**src/rtl/pc_pkg.sv**
```systemverilog
// pc_pkg: definitions shared by the program-counter generator and its return-address stack.
//   - pc_state_e    : sequencer states (boot, run, halt)
//   - Def*          : default values for the pc_gen / pc_ras parameters
//   - is_misaligned : true when an address is not a multiple of the step size
package pc_pkg;

  localparam int unsigned DefAddrW     = 8;
  localparam int unsigned DefStep      = 4;
  localparam int unsigned DefResetAddr = 0;
  localparam int unsigned DefRasDepth  = 4;

  typedef enum logic [1:0] {
    StBoot = 2'd0,
    StRun  = 2'd1,
    StHalt = 2'd2
  } pc_state_e;

  // Addresses are zero-extended to 32 bits before the check, so ADDR_W must not exceed 32.
  function automatic logic is_misaligned(input logic [31:0] addr, input int unsigned step);
    return (addr % step) != 32'd0;
  endfunction

endpackage

```
**src/rtl/pc_ras.sv**
```systemverilog
// pc_ras: circular LIFO of RAS_DEPTH return addresses.
// When the stack is full, a push overwrites the oldest entry. A pop on an empty stack is ignored.
// A push and a pop in the same cycle pop first: the old top is returned and then replaced.
// Ports:
//   clk, rst_n  : clock; asynchronous active-low reset (empties the stack)
//   push_i      : push push_data_i
//   push_data_i : address to push
//   pop_i       : pop the top entry
//   top_o       : current top entry (meaningful only when empty_o is 0)
//   empty_o     : the stack holds no entries
module pc_ras
  import pc_pkg::*;
#(
  parameter int unsigned ADDR_W    = DefAddrW,
  parameter int unsigned RAS_DEPTH = DefRasDepth
) (
  input  logic              clk,
  input  logic              rst_n,
  input  logic              push_i,
  input  logic [ADDR_W-1:0] push_data_i,
  input  logic              pop_i,
  output logic [ADDR_W-1:0] top_o,
  output logic              empty_o
);

  localparam int unsigned PtrW = (RAS_DEPTH > 1) ? $clog2(RAS_DEPTH) : 1;
  localparam int unsigned CntW = $clog2(RAS_DEPTH + 1);
  localparam logic [CntW-1:0] Full   = CntW'(RAS_DEPTH);
  localparam logic [PtrW-1:0] LastIx = PtrW'(RAS_DEPTH - 1);

  // ptr_q is the slot that the next push writes; the top of the stack is the slot just below it.
  logic [PtrW-1:0]   ptr_q, ptr_d, ptr_inc, ptr_dec, wr_idx;
  logic [CntW-1:0]   cnt_q, cnt_d;
  logic [ADDR_W-1:0] mem_q [RAS_DEPTH];
  logic              pop_ok;

  assign ptr_inc = (ptr_q == LastIx) ? '0 : ptr_q + PtrW'(1);
  assign ptr_dec = (ptr_q == '0) ? LastIx : ptr_q - PtrW'(1);
  assign pop_ok  = pop_i && (cnt_q != '0);
  assign top_o   = mem_q[ptr_dec];
  assign empty_o = (cnt_q == '0);

  always_comb begin
    ptr_d  = ptr_q;
    cnt_d  = cnt_q;
    wr_idx = ptr_q;
    if (pop_ok && push_i) begin
      // A pop followed by a push replaces the top in place.
      wr_idx = ptr_dec;
    end else if (pop_ok) begin
      ptr_d = ptr_dec;
      cnt_d = cnt_q - CntW'(1);
    end else if (push_i) begin
      ptr_d = ptr_inc;
      if (cnt_q != Full) begin
        cnt_d = cnt_q + CntW'(1);
      end
    end
  end

  always_ff @(posedge clk or negedge rst_n) begin
    if (!rst_n) begin
      ptr_q <= '0;
      cnt_q <= '0;
    end else begin
      ptr_q <= ptr_d;
      cnt_q <= cnt_d;
    end
  end

  // The storage needs no reset: the entry count decides what is readable.
  always_ff @(posedge clk) begin
    if (push_i) begin
      mem_q[wr_idx] <= push_data_i;
    end
  end

endmodule

```
**src/rtl/pc_gen.sv**
```systemverilog
// pc_gen: program-counter generator with boot, run and halt states.
// The next PC is chosen in this priority order:
//   jump, branch, return (optional), sequential increment on a transfer, hold.
// The optional return-address stack is built only when the macro PC_RAS_EN is defined.
// Ports:
//   clk, rst_n                 : clock; asynchronous active-low reset
//   halt, resume               : request to enter / leave the halt state
//   jump_valid, jump_target    : unconditional redirect
//   branch_taken,branch_target : taken-branch redirect
//   call, ret                  : push the return address / pop it and redirect (PC_RAS_EN only)
//   pc_ready                   : the fetch stage accepts pc_out this cycle
//   pc_valid, pc_out           : fetch address and its valid flag
//   misalign                   : sticky; set when an applied redirect target was not a multiple
//                                of STEP
module pc_gen
  import pc_pkg::*;
#(
  parameter int unsigned ADDR_W                  = DefAddrW,
  parameter int unsigned STEP                    = DefStep,
  parameter logic [ADDR_W-1:0] RESET_ADDR        = ADDR_W'(DefResetAddr),
  parameter int unsigned RAS_DEPTH               = DefRasDepth
) (
  input  logic              clk,
  input  logic              rst_n,
  input  logic              halt,
  input  logic              resume,
  input  logic              jump_valid,
  input  logic [ADDR_W-1:0] jump_target,
  input  logic              branch_taken,
  input  logic [ADDR_W-1:0] branch_target,
  input  logic              call,
  input  logic              ret,
  input  logic              pc_ready,
  output logic              pc_valid,
  output logic [ADDR_W-1:0] pc_out,
  output logic              misalign
);

  localparam logic [ADDR_W-1:0] StepW = ADDR_W'(STEP);

  pc_state_e         state_q, state_d;
  logic [ADDR_W-1:0] pc_q, pc_d;
  logic              misalign_q, misalign_d;
  logic              transfer;
  logic              redir;
  logic [ADDR_W-1:0] redir_tgt;
  logic              sel_ret;
  logic              ret_ok;
  logic [ADDR_W-1:0] ras_top;

  assign pc_valid = (state_q == StRun);
  assign pc_out   = pc_q;
  assign misalign = misalign_q;
  assign transfer = pc_valid && pc_ready;

`ifdef PC_RAS_EN
  logic ras_empty;
  logic ras_push;

  assign ret_ok   = ret && !ras_empty;
  assign ras_push = call && transfer;

  pc_ras #(
    .ADDR_W   (ADDR_W),
    .RAS_DEPTH(RAS_DEPTH)
  ) u_ras (
    .clk        (clk),
    .rst_n      (rst_n),
    .push_i     (ras_push),
    .push_data_i(pc_q + StepW),
    .pop_i      (sel_ret),
    .top_o      (ras_top),
    .empty_o    (ras_empty)
  );
`else
  logic unused_ras;

  assign unused_ras = call ^ ret;
  assign ret_ok     = 1'b0;
  assign ras_top    = '0;
`endif

  always_comb begin
    state_d    = state_q;
    pc_d       = pc_q;
    misalign_d = misalign_q;
    redir      = 1'b0;
    redir_tgt  = '0;
    sel_ret    = 1'b0;
    case (state_q)
      StBoot: state_d = StRun;
      StRun: begin
        if (jump_valid) begin
          redir     = 1'b1;
          redir_tgt = jump_target;
        end else if (branch_taken) begin
          redir     = 1'b1;
          redir_tgt = branch_target;
        end else if (ret_ok) begin
          // The stack is popped only when the return is the winning redirect.
          redir     = 1'b1;
          redir_tgt = ras_top;
          sel_ret   = 1'b1;
        end
        if (redir) begin
          pc_d = redir_tgt;
          if (is_misaligned(32'(redir_tgt), STEP)) begin
            misalign_d = 1'b1;
          end
        end else if (transfer) begin
          pc_d = pc_q + StepW;
        end
        // A redirect in the same cycle as a halt is still applied.
        if (halt) begin
          state_d = StHalt;
        end
      end
      StHalt: begin
        if (resume && !halt) begin
          state_d = StRun;
        end
      end
      default: state_d = StBoot;
    endcase
  end

  always_ff @(posedge clk or negedge rst_n) begin
    if (!rst_n) begin
      state_q    <= StBoot;
      pc_q       <= RESET_ADDR;
      misalign_q <= 1'b0;
    end else begin
      state_q    <= state_d;
      pc_q       <= pc_d;
      misalign_q <= misalign_d;
    end
  end

endmodule

```
**config.mk**
```make
export PLATFORM = sky130hd
export DESIGN_NAME = pc_gen
export DESIGN_NICKNAME = d
export VERILOG_FILES = /design/src/rtl/pc_pkg.sv /design/src/rtl/pc_ras.sv /design/src/rtl/pc_gen.sv
export SDC_FILE = /design/constraint.sdc
export NUM_CORES = 1
export LEC_CHECK = 0
export ABC_AREA = 1
export BUFFER_PORTS_ARGS = -buffer_cell sky130_fd_sc_hd__buf_2
export CAP_MARGIN = 20
export CORE_MARGIN = 3
export CORE_UTILIZATION = 47
export DETAILED_ROUTE_END_ITERATION = 10
export PLACE_DENSITY_LB_ADDON = 0.12
export REMOVE_ABC_BUFFERS = 1
export SLEW_MARGIN = 20
export SYNTH_ARGS = -nofsm -noshare
export SYNTH_HDL_FRONTEND = slang
export SYNTH_SLANG_ARGS = --single-unit
export TNS_END_PERCENT = 5
```
**constraint.sdc**
```tcl
create_clock -name clk -period 1.8 [get_ports clk]
set_input_delay 0.18 -clock clk [delete_from_list [all_inputs] [get_ports clk]]
set_output_delay 0.18 -clock clk [all_outputs]
set_load 0.01 [all_outputs]
```
After elaboration in Yosys (flattened, before gate mapping)
Index checks and enable logic that the tools add are counted.
{"block": "totals", "regBits": 11, "in_bits": 25, "wordCells": 28, "out_inout_bits": 10}
{"block": "classes", "mux": 11, "eq_ne": 4, "n_addsub": 1, "reduce_logical": 9}
{"op": "$mux 8", "n": 5}
{"op": "$reduce_bool 32->1", "n": 1}
{"op": "$add 8x3->8 const B", "n": 1}
{"op": "$pmux 2 s3", "n": 1}
{"op": "$mux 2", "n": 2}
{"op": "$ne 2x2->1 const B", "n": 2}
{"op": "$reduce_and 2->1", "n": 2}
{"op": "$mux 1", "n": 3}
{"op": "$reduce_and 3->1", "n": 1}
{"op": "$eq 2x1->1 const B", "n": 1}
{"op": "$eq 2x2->1 const B", "n": 1}
{"op": "$logic_and 1x1->1", "n": 2}
{"op": "$logic_not 2->1", "n": 1}
{"op": "$reduce_bool 2->1", "n": 1}
{"op": "$logic_not 1->1", "n": 1}

Longest topological paths before layout
Gate-level depths: netlist (run 1).
{"block": "depth", "ltp_word": 5, "ltp_mapped": 8, "ltp_nobuf": 7}

Least setup slack after synthesis (run 1)
No wires, ideal clock.
{"block": "synth_path", "kind": "register to register", "startpoint": "reg pc_q[2] (netlist: pc_out[2])", "endpoint": "reg pc_q[6] (netlist: pc_out[6])", "setup_slack_ns": 0.668, "setup_time_ns": 0.126, "arrival_time_ns": 1.006, "path_buffers": 0, "period_less_slack_ns": 1.132, "t_required_ns": 1.674, "stages_incl_launch_ff": 6, "cell_sequence": "dfrtp_1 ha_1 nand3_1 nor2_1 o21ai_0 a21oi_1"}
{"block": "synth_between", "elab_chain_cells": 3}
{"element": "from (decl)", "line": "pc_gen.sv:42", "rtl": "logic [ADDR_W-1:0] pc_q, pc_d;"}
{"element": "from (signal assigned)", "line": "pc_gen.sv:134", "rtl": "pc_q <= pc_d;"}
{"element": "$add 8x3->8", "line": "pc_gen.sv:111", "rtl": "pc_d = pc_q + StepW;"}
{"element": "$mux 8", "line": "pc_gen.sv:110", "rtl": "end else if (transfer) begin"}
{"element": "$mux 8", "line": "pc_gen.sv:105", "rtl": "if (redir) begin"}
No other way between the ends. The select of a mux whose other input is x is not followed.
A chain may end at the register's enable or synchronous reset.

Worst setup path after layout (run 1)
{"block": "layout_path", "startpoint": "reg pc_q[3] (netlist: pc_out[3])", "endpoint": "reg pc_q[6] (netlist: pc_out[6])"}
The elaborated chain is that of the path after synthesis.

==> out/metrics.cfg, run 1 <==
[layout]
mostFrequentLayoutCells=sky130_fd_sc_hd__nand2_1 (39), sky130_fd_sc_hd__buf_2 (32), sky130_fd_sc_hd__dfrtp_1 (11), sky130_fd_sc_hd__inv_1 (8), sky130_fd_sc_hd__nor2_1 (7)
fillers=123
post_route_insts_no_fill=146
post_route_cells_drive_above_1_share_pct=32.1
p_r_area_growth_vs_syn_pct=29.5
finish.net_count=158
mostFrequentLayoutCell=sky130_fd_sc_hd__nand2_1
finalInstanceArea_um2=895
num_antenna_cells=0

[timing]
setup_tns_ns=0
maxSlewHeadroom_pct=82.4
rsz0062_at_grt=false
period_needed_ns=1.20
final-hold-violation-count=0
layout_worst_path_cycle_share_pct=66.6
worst_clock_skew_ns=0.00584
final.setup.worst_slack_ns=0.602
slew_violations=0
hold_slack_ns=0.134
fmax_mhz=835
timing.final.setup_violations=0
tightestPinTransition_ns=0.264

[power_and_ir_drop]
power_frac_clock_pct=13.8
cellPowerDensity_mw_per_mm2=1350
power_leakage_nw=0.509
power_frac_seq_pct=38.3
p_sw_mw=0.526
share_comb_of_total_power_pct=47.9
switching_share_pct=43.6
cell_internal_pwr_mw=0.681
worst_ir_drop_vdd_uv=627

[global_route]
maximum_number_of_pins_on_one_net_before_global_route_repair=12
overflow=0
number_of_antenna_violations_at_the_first_check_in_global_routing=0
first_global_vias=689
grt_usage_pct=20.7
grt_first_pass_wirelength_mm=2.90

[critical_path]
crit_required_ns=1.95
cp.arrival_ns=1.35
timing_worst_setup_path_type=reg2reg
worst_path_max_delay_cell=sky130_fd_sc_hd__dfrtp_1
critical-path-max-stage-delay_ns=0.42
crit_path_cell_trace=ha_1, nand3_1, nand2_1, inv_1, o21ai_0, a21oi_1
worst_setup_path_start_kind=flop
path_max_fanout=5
setup.worst_path.end_class=flop

[clock_network]
cts-hold-fix-buffers=1
clk_path_buf_depth=2
post_cts_buffers=0
cts.repair.resized=0
clkLatencyLatePin_ns=0.27
cts_buffers=3
cts-htree-levels=1
clock-root-buffer=sky130_fd_sc_hd__clkbuf_4
tritoncts_clock_tree=built
worst_setup_hold_path_clk_slew_ns=0.07
cts.sink_count=11

[routing]
detailed_routing_iteration_count_for_the_pre_antenna_repair_pass=3
routed_wirelength_mm=1.69
drc=0
drt_iter0_markers=14
vias=740
route.antenna.remaining_nets=0
final_routed_wire_length_divided_by_cell_count_um=11.6
number_of_vias_per_cell_after_detailed_routing=5.07

[place]
placed_area_um2=858
buffer_ports.inserted=32
placedCellCount=141
dp.final_hpwl_mm=1.37
place_congestion=0.846
worst_slack_after_detailed_placement_ns=0.624

[yosys]
synth.lib_cells_used.distinct=24
synth_top_family_by_area=simple AND/OR/NAND/NOR gates
yosys.area_share.xor_xnor_pct=1.27
synth_compound_area_share_pct=14.9
synth_area_um2=691
synth_simple_gate_area_share_pct=34.2
post_synth_fa_ha_maj_area_fraction_pct=1.81
synthMuxAreaShare_pct=0
ys_ff_latch=11
synth.yosys.warnings=0
syn-mean-instance-area_um2=7.27
mapped_cells=95
synth_sequential_area_ratio_pct=39.9

[floorplan]
floorplan.die.width_um=44.3
fp-row-count=13
num_io_pins=35
start_util_pct=51.8
die_y_um=44.3
die-area_mm2=0.00197
placeableCoreArea_mm2=0.00133

[flow_run]
cap_viol_max_count=0

[hold_path]
holdCritPathClass=in2reg

[run_status]
run_status=completed

-- registers in the layout, summed over array words and instances (netlist names) --
name      count
pc_out        8
misalign      1
state_q       2
-- power by group through the flow --
stage	Combinational, mW	Clock, mW	Sequential [mW]
4_1_cts	0.589	0.172	0.464
5_1_grt	0.672	0.190	0.483
3_3_place_gp	0.564	0	0.459
6_report	0.577	0.167	0.462
3_5_place_dp	0.586	0	0.469
2_1_floorplan	0.343	0	0.496
-- cell families after synthesis --
group / count (synthesis)
DFF: 11
and+or+nand+nor: 55
AOI/OAI and AO/OA: 15
xor gates and xnor gates: 1
adders and majority gates: 1
buffers and inverters: 12
-- through the flow --
step / utilization, % / total power [mW]
2_1_floorplan: - / 0.839
5_1_grt: 67.1 / 1.34
6_report: 67.1 / 1.21
4_1_cts: 67.1 / 1.23
3_3_place_gp: 64.4 / 1.02
3_5_place_dp: 64.4 / 1.05
-- metal layers --
layer	vias up	GRT usage, %	wire (µm)
met3	4	4.88	87
li1	378	-	-
met5	-	0	0
met2	20	36.6	907
met1	338	23.4	668
met4	0	9.04	24
-- layout make-up --
class | instances | area (µm²) | share of cell area [%]
multi-input combinational | 72 | 360 | 40.3
sequential | 11 | 275 | 30.8
timing repair buffer | 33 | 170 | 19.0
inverter | 11 | 43.8 | 4.90
clock buffer | 4 | 26.3 | 2.94
tap | 15 | 18.8 | 2.10
-- cell usage after synthesis --
cell,number,share of area [%]
sky130_fd_sc_hd__o21bai_1,1,1.1
sky130_fd_sc_hd__a31oi_1,1,0.91
sky130_fd_sc_hd__a22oi_1,1,1.1
sky130_fd_sc_hd__xor2_1,1,1.3
sky130_fd_sc_hd__a21oi_1,3,2.2
sky130_fd_sc_hd__inv_4,1,0.91
sky130_fd_sc_hd__dfrtp_1,11,40
sky130_fd_sc_hd__nand3_1,5,3.6
sky130_fd_sc_hd__ha_1,1,1.8
sky130_fd_sc_hd__o21ai_4,1,2.4
sky130_fd_sc_hd__nand2_4,1,1.6
sky130_fd_sc_hd__o21ai_1,1,0.72
sky130_fd_sc_hd__a22o_1,1,1.3
sky130_fd_sc_hd__inv_2,2,1.1
sky130_fd_sc_hd__nor3_1,1,0.72
sky130_fd_sc_hd__buf_6,1,1.6
sky130_fd_sc_hd__o22ai_1,1,0.91
sky130_fd_sc_hd__inv_1,8,4.3
sky130_fd_sc_hd__a21boi_0,1,1.1
sky130_fd_sc_hd__o21ai_0,3,2.2
sky130_fd_sc_hd__o211ai_1,1,1.1
sky130_fd_sc_hd__nor2_4,2,3.3
sky130_fd_sc_hd__nor2_1,7,3.8
sky130_fd_sc_hd__nand2_1,39,21
-- path summary, 6_finish.rpt --
check                      startpoint          to  slack (ns)  cells past startpoint
setup / recovery            pc_out[3]   pc_out[6]        0.60                      6
hold / removal                   halt  state_q[0]        0.13                      2
setup reg to reg            pc_out[3]   pc_out[6]        0.60                      6
hold reg to reg              misalign    misalign        0.47                      2
max in group asynchronous       rst_n  state_q[0]        1.25                      2
min in group asynchronous       rst_n   pc_out[1]        0.34                      2
-- worst max-delay path: cells and delay by family (launching register included) --
kind            cells  cell delay, ns
simple gates        2            0.19
buf+inv             1            0.04
compound gates      2            0.21
fa+ha+maj           1            0.22
flops               1            0.42
No activity file was read; power rests on OpenSTA's default activity.
==> run 2: changes to the inputs <==
Settings changed: CORE_UTILIZATION 47 to 43.
Clock period 1.8 ns to 1.2 ns, I/O delays scaled along.
==> run 2 against run 1 <==
Net effect: clock skew decreased by 0.00087 ns; die area increased by 8.0%; sequential power increased by 46%; via count decreased by 0.81%; setup slack got worse by 0.52 ns; register-to-register slack got worse by 0.49 ns; first-iteration DRC count decreased by 36%; global-route usage decreased by 2.1 points; core utilization decreased by 2.0 points; combinational power increased by 63%; largest power group unchanged; sequential cell count unchanged; critical path type is now reg2out.
==> out/metrics.cfg, run 2 (same netlist as run 1, synthesis figures left out) <==
[clock_network]
clock-root-buffer=sky130_fd_sc_hd__clkbuf_4
tritoncts_clock_tree=built
clkLatencyLatePin_ns=0.27
cts-htree-levels=1
cts.sink_count=11
clk_path_buf_depth=2
cts_buffers=3
worst_setup_hold_path_clk_slew_ns=0.07

[floorplan]
floorplan.die.width_um=46.1
fp-row-count=13
die_y_um=46.1
die-area_mm2=0.00212
start_util_pct=49.4
placeableCoreArea_mm2=0.00140
num_io_pins=35

[timing]
worst_clock_skew_ns=0.00497
final-hold-violation-count=0
period_needed_ns=1.12
tightestPinTransition_ns=0.279
maxSlewHeadroom_pct=81.4
rsz0062_at_grt=false
setup_tns_ns=0
hold_slack_ns=0.0710
layout_worst_path_cycle_share_pct=93.0
timing.final.setup_violations=0
fmax_mhz=896
slew_violations=0

[power_and_ir_drop]
share_comb_of_total_power_pct=50.0
cellPowerDensity_mw_per_mm2=2060
switching_share_pct=43.5
power_leakage_nw=0.519
p_sw_mw=0.817
power_frac_seq_pct=36.0
cell_internal_pwr_mw=1.06
power_frac_clock_pct=14.0
post-layout-total-power_mw=1.88
worst_ir_drop_vdd_uv=1220

[flow_run]
cap_viol_max_count=0

[critical_path]
worst_setup_path_start_kind=flop
cp.arrival_ns=1.00
setup.worst_path.end_class=primary output
crit_required_ns=1.08
timing_worst_setup_path_type=reg2out
path_max_fanout=4

[place]
dp.final_hpwl_mm=1.30
placed_area_um2=873
buffer_ports.inserted=32
place_congestion=0.718

[routing]
detailed_routing_iteration_count_for_the_pre_antenna_repair_pass=4
routed_wirelength_mm=1.67
drt_iter0_markers=9
final_routed_wire_length_divided_by_cell_count_um=11.3
drc=0
vias=734
route.antenna.remaining_nets=0
number_of_vias_per_cell_after_detailed_routing=4.96

[layout]
largest_register_ff_count=8
mostFrequentLayoutCell=sky130_fd_sc_hd__nand2_1
mostFrequentLayoutCells=sky130_fd_sc_hd__nand2_1 (39), sky130_fd_sc_hd__buf_2 (32), sky130_fd_sc_hd__dfrtp_1 (11), sky130_fd_sc_hd__inv_1 (8), sky130_fd_sc_hd__nor2_1 (7)
num_antenna_cells=0
finish.utilization_pct=65.0
post_route_cells_drive_above_1_share_pct=33.1
layout.area.seq_um2=275
finalInstanceArea_um2=910
multi_input_area_um2=360
p_r_area_growth_vs_syn_pct=31.7
fillers=134
finish.net_count=160

[run_status]
run_status=completed

[global_route]
overflow=0
maximum_number_of_pins_on_one_net_before_global_route_repair=12
grt_usage_pct=18.6
first_global_vias=695
grt_first_pass_wirelength_mm=2.81
number_of_antenna_violations_at_the_first_check_in_global_routing=0

[hold_path]
holdCritPathClass=in2reg

==> run 2: cell types whose count changed in the layout (fill, tap and decap cells not counted), sizes merged <==
cell	delta
buf	+2
==> run 2: area by class of cell <==
type / instances / share of cell area, %
repair buffers: 35 / 20.4
multi-input cells: 72 / 39.6
well taps: 15 / 2.06
clock buffers: 4 / 2.89
inverters: 11 / 4.81
flip-flops and latches: 11 / 30.3
==> run 2: worst paths after layout <==
check | from | end | slack, ns | depth (start not counted)
max in group asynchronous | rst_n | state_q[1] | 0.72 | 2
worst max register to register | state_q[1] | pc_out[5] | 0.11 | 6
min in group asynchronous | rst_n | pc_out[5] | 0.25 | 2
worst min-delay path | halt | state_q[0] | 0.07 | 2
worst max-delay path | state_q[1] | pc_valid | 0.08 | 2
worst min register to register | state_q[0] | state_q[0] | 0.46 | 1
==> run 2: metal layers <==
layer | global-route usage (%) | share of wire (%)
met5 | 0 | 0
met4 | 6.82 | 0
met3 | 3.52 | 6.5
met2 | 30.5 | 46
met1 | 23.9 | 47
==> run 2: stage by stage <==
step | instances | setup WS [ns]
floorplan | 94 | 0.0681
global placement | 143 | 0.130
detailed placement | 143 | 0.115
CTS | 148 | 0.0701
global route | 148 | 0.0249
finish | 148 | 0.0835
==> run 2: power groups by stage <==
stage / clock network (mW) / logic (mW) / registers, mW
after floorplan: 0 / 0.515 / 0.744
after global placement: 0 / 0.926 / 0.674
after detailed placement: 0 / 0.941 / 0.681
after CTS: 0.270 / 0.946 / 0.674
after global routing: 0.291 / 1.06 / 0.696
final: 0.262 / 0.938 / 0.676
==> run 2: what timing repair did <==
action | in CTS | in global routing
buffers inserted | 0 | 0
setup endpoints to repair | 0 | 1
hold buffers | 1 | 0
hold endpoints to repair | 11 | 0
gates resized for setup | 0 | 1
==> run 2: worst max-delay path: stages, from the launching register on <==
cell and delay, ns:
sky130_fd_sc_hd__dfrtp_1 0.41, sky130_fd_sc_hd__nor2_4 0.17, sky130_fd_sc_hd__buf_2 0.16
==> run 3: changes to the inputs <==
Settings changed: REMOVE_ABC_BUFFERS 1 to not set.
==> run 3 against run 2 <==
Net effect: core utilization grew 0.18 points; sequential cell count did not move; register-to-register slack about the same; final cell count is the same; sequential power shrank 0.7%; worst hold slack improved by 0.0078 ns; clock skew about the same; non-clock buffer count is the same; critical path depth increased by 4; combinational power is 2.8% higher; routed wire length is 1.2% higher; clock power decreased by 5%; largest power group unchanged; highest routed layer is now met4.
==> out/metrics.cfg, run 3 (same netlist as run 1, synthesis figures left out) <==
[run_status]
run_status=completed

[timing]
final-hold-violation-count=0
setup_tns_ns=0
rsz0062_at_grt=false
maxSlewHeadroom_pct=82.5
fmax_mhz=907
final.setup.worst_slack_ns=0.0977
period_needed_ns=1.10
tightestPinTransition_ns=0.261
layout_worst_path_cycle_share_pct=91.9
slew_violations=0
timing.final.setup_violations=0
worst_clock_skew_ns=0.00527

[global_route]
grt_usage_pct=18.8
overflow=0
grt_first_pass_wirelength_mm=2.84
maximum_number_of_pins_on_one_net_before_global_route_repair=12
number_of_antenna_violations_at_the_first_check_in_global_routing=0
first_global_vias=710

[hold_path]
holdCritPathClass=in2reg
whs_endpoint=state_q[0]
hold_path.startpoint=halt
min_delay_path_depth=2

[floorplan]
floorplan.die.width_um=46.1
die_y_um=46.1
start_util_pct=49.4
num_io_pins=35
die-area_mm2=0.00212
fp-row-count=13
placeableCoreArea_mm2=0.00140

[layout]
largest_register_ff_count=8
finalInstanceArea_um2=912
num_antenna_cells=0
post_route_insts_no_fill=148
multi_input_area_um2=360
layout.area.seq_um2=275
p_r_area_growth_vs_syn_pct=32.1
post_route_cells_drive_above_1_share_pct=33.1
finish.net_count=160
mostFrequentLayoutCell=sky130_fd_sc_hd__nand2_1
fillers=120
mostFrequentLayoutCells=sky130_fd_sc_hd__nand2_1 (39), sky130_fd_sc_hd__buf_2 (32), sky130_fd_sc_hd__dfrtp_1 (11), sky130_fd_sc_hd__inv_1 (8), sky130_fd_sc_hd__nor2_1 (7)

[critical_path]
setup.worst_path.end_class=flop
worst_r2r_path_depth=6
crit_required_ns=1.35
critical-path-max-stage-delay_ns=0.38
worst_setup_path_start_kind=flop
crit_path_cell_trace=ha_1, xor2_1, nand2_1, nand2_1, nand2_1, nand2_1
cp.arrival_ns=1.26
r2r_slack_ns=0.1
regToRegEndpoint=pc_out[4]
critical_path.most_common_cell=sky130_fd_sc_hd__nand2_1
worst_path_max_delay_cell=sky130_fd_sc_hd__dfrtp_1
path_max_fanout=2
timing_worst_setup_path_type=reg2reg
worst_r2r_startpoint=pc_out[2]

[clock_network]
clk_path_buf_depth=2
clock-root-buffer=sky130_fd_sc_hd__clkbuf_4
post_cts_buffers=0
clkLatencyLatePin_ns=0.26
tritoncts_clock_tree=built
worst_setup_hold_path_clk_slew_ns=0.07
cts_buffers=3
cts.sink_count=11
cts-htree-levels=1

[routing]
drt_iter0_markers=14
routed_wirelength_mm=1.69
vias=752
number_of_vias_per_cell_after_detailed_routing=5.08
route.antenna.remaining_nets=0
final_routed_wire_length_divided_by_cell_count_um=11.4
drc=0
detailed_routing_iteration_count_for_the_pre_antenna_repair_pass=4

[power_and_ir_drop]
post-layout-total-power_mw=1.89
cellPowerDensity_mw_per_mm2=2070
power_leakage_nw=0.519
worst_ir_drop_vdd_uv=1140

[yosys]
synth_fp_nets=121

[place]
dp.final_hpwl_mm=1.37
buffer_ports.inserted=32
worst_slack_after_detailed_placement_ns=0.0921
place_congestion=0.817
placedCellCount=143
placed_area_um2=873

[flow_run]
cap_viol_max_count=0

==> run 3: cell counts in the layout (fill, tap and decap cells not counted) <==
Identical to the previous run, type by type.
==> run 3: metrics by stage <==
stage	util, %	hold slack (ns)
CTS	65.0	0.0640
global placement	62.4	0.00635
detailed placement	62.4	0.00657
global route	65.2	0.0673
floorplan	-	-0.176
finish	65.2	0.0788
==> run 3: worst max-delay path by stage <==
stage                     startpoint  cells past startpoint         to
after floorplan            pc_out[2]                      5  pc_out[6]
final                      pc_out[2]                      6  pc_out[4]
after CTS                 state_q[1]                      2   pc_valid
after global routing       pc_out[2]                      6  pc_out[6]
after detailed placement   pc_out[2]                      5  pc_out[6]
after global placement     pc_out[2]                      5  pc_out[6]
==> run 3: layout make-up <==
class / instances / share of cell area, %
repair buffers: 35 / 20.3
flip-flops and latches: 11 / 30.2
multi-input cells: 72 / 39.5
inverters: 11 / 5.08
well taps: 15 / 2.06
clock buffers: 4 / 2.88
==> run 3: power breakdown <==
group          total, mW  switching [mW]  internal (mW)
logic              0.964           0.565          0.399
clock network      0.250           0.121          0.128
registers          0.671           0.135          0.536
==> run 3: timing repair <==
item,in CTS,in global routing
hold buffers,1,0
hold endpoints to repair,11,0
gates resized for setup,0,1
endpoints found under the setup margin,0,1
==> run 3: worst max-delay path, delay by kind of cell (launching register included) <==
kind | cells | cell delay [ns]
AND/OR/NAND/NOR | 4 | 0.23
XOR/XNOR | 1 | 0.15
adder cells (fa/ha/maj) | 1 | 0.23
flip-flops | 1 | 0.38
==> run 3: per-layer routing <==
layer / GRT usage, % / share of wire [%] / wire length [µm]
met1: 23.2 / 45 / 752
met2: 31.3 / 48 / 810
met3: 5.86 / 7.0 / 118
met4: 5.11 / 0.53 / 9
met5: 0 / 0 / 0
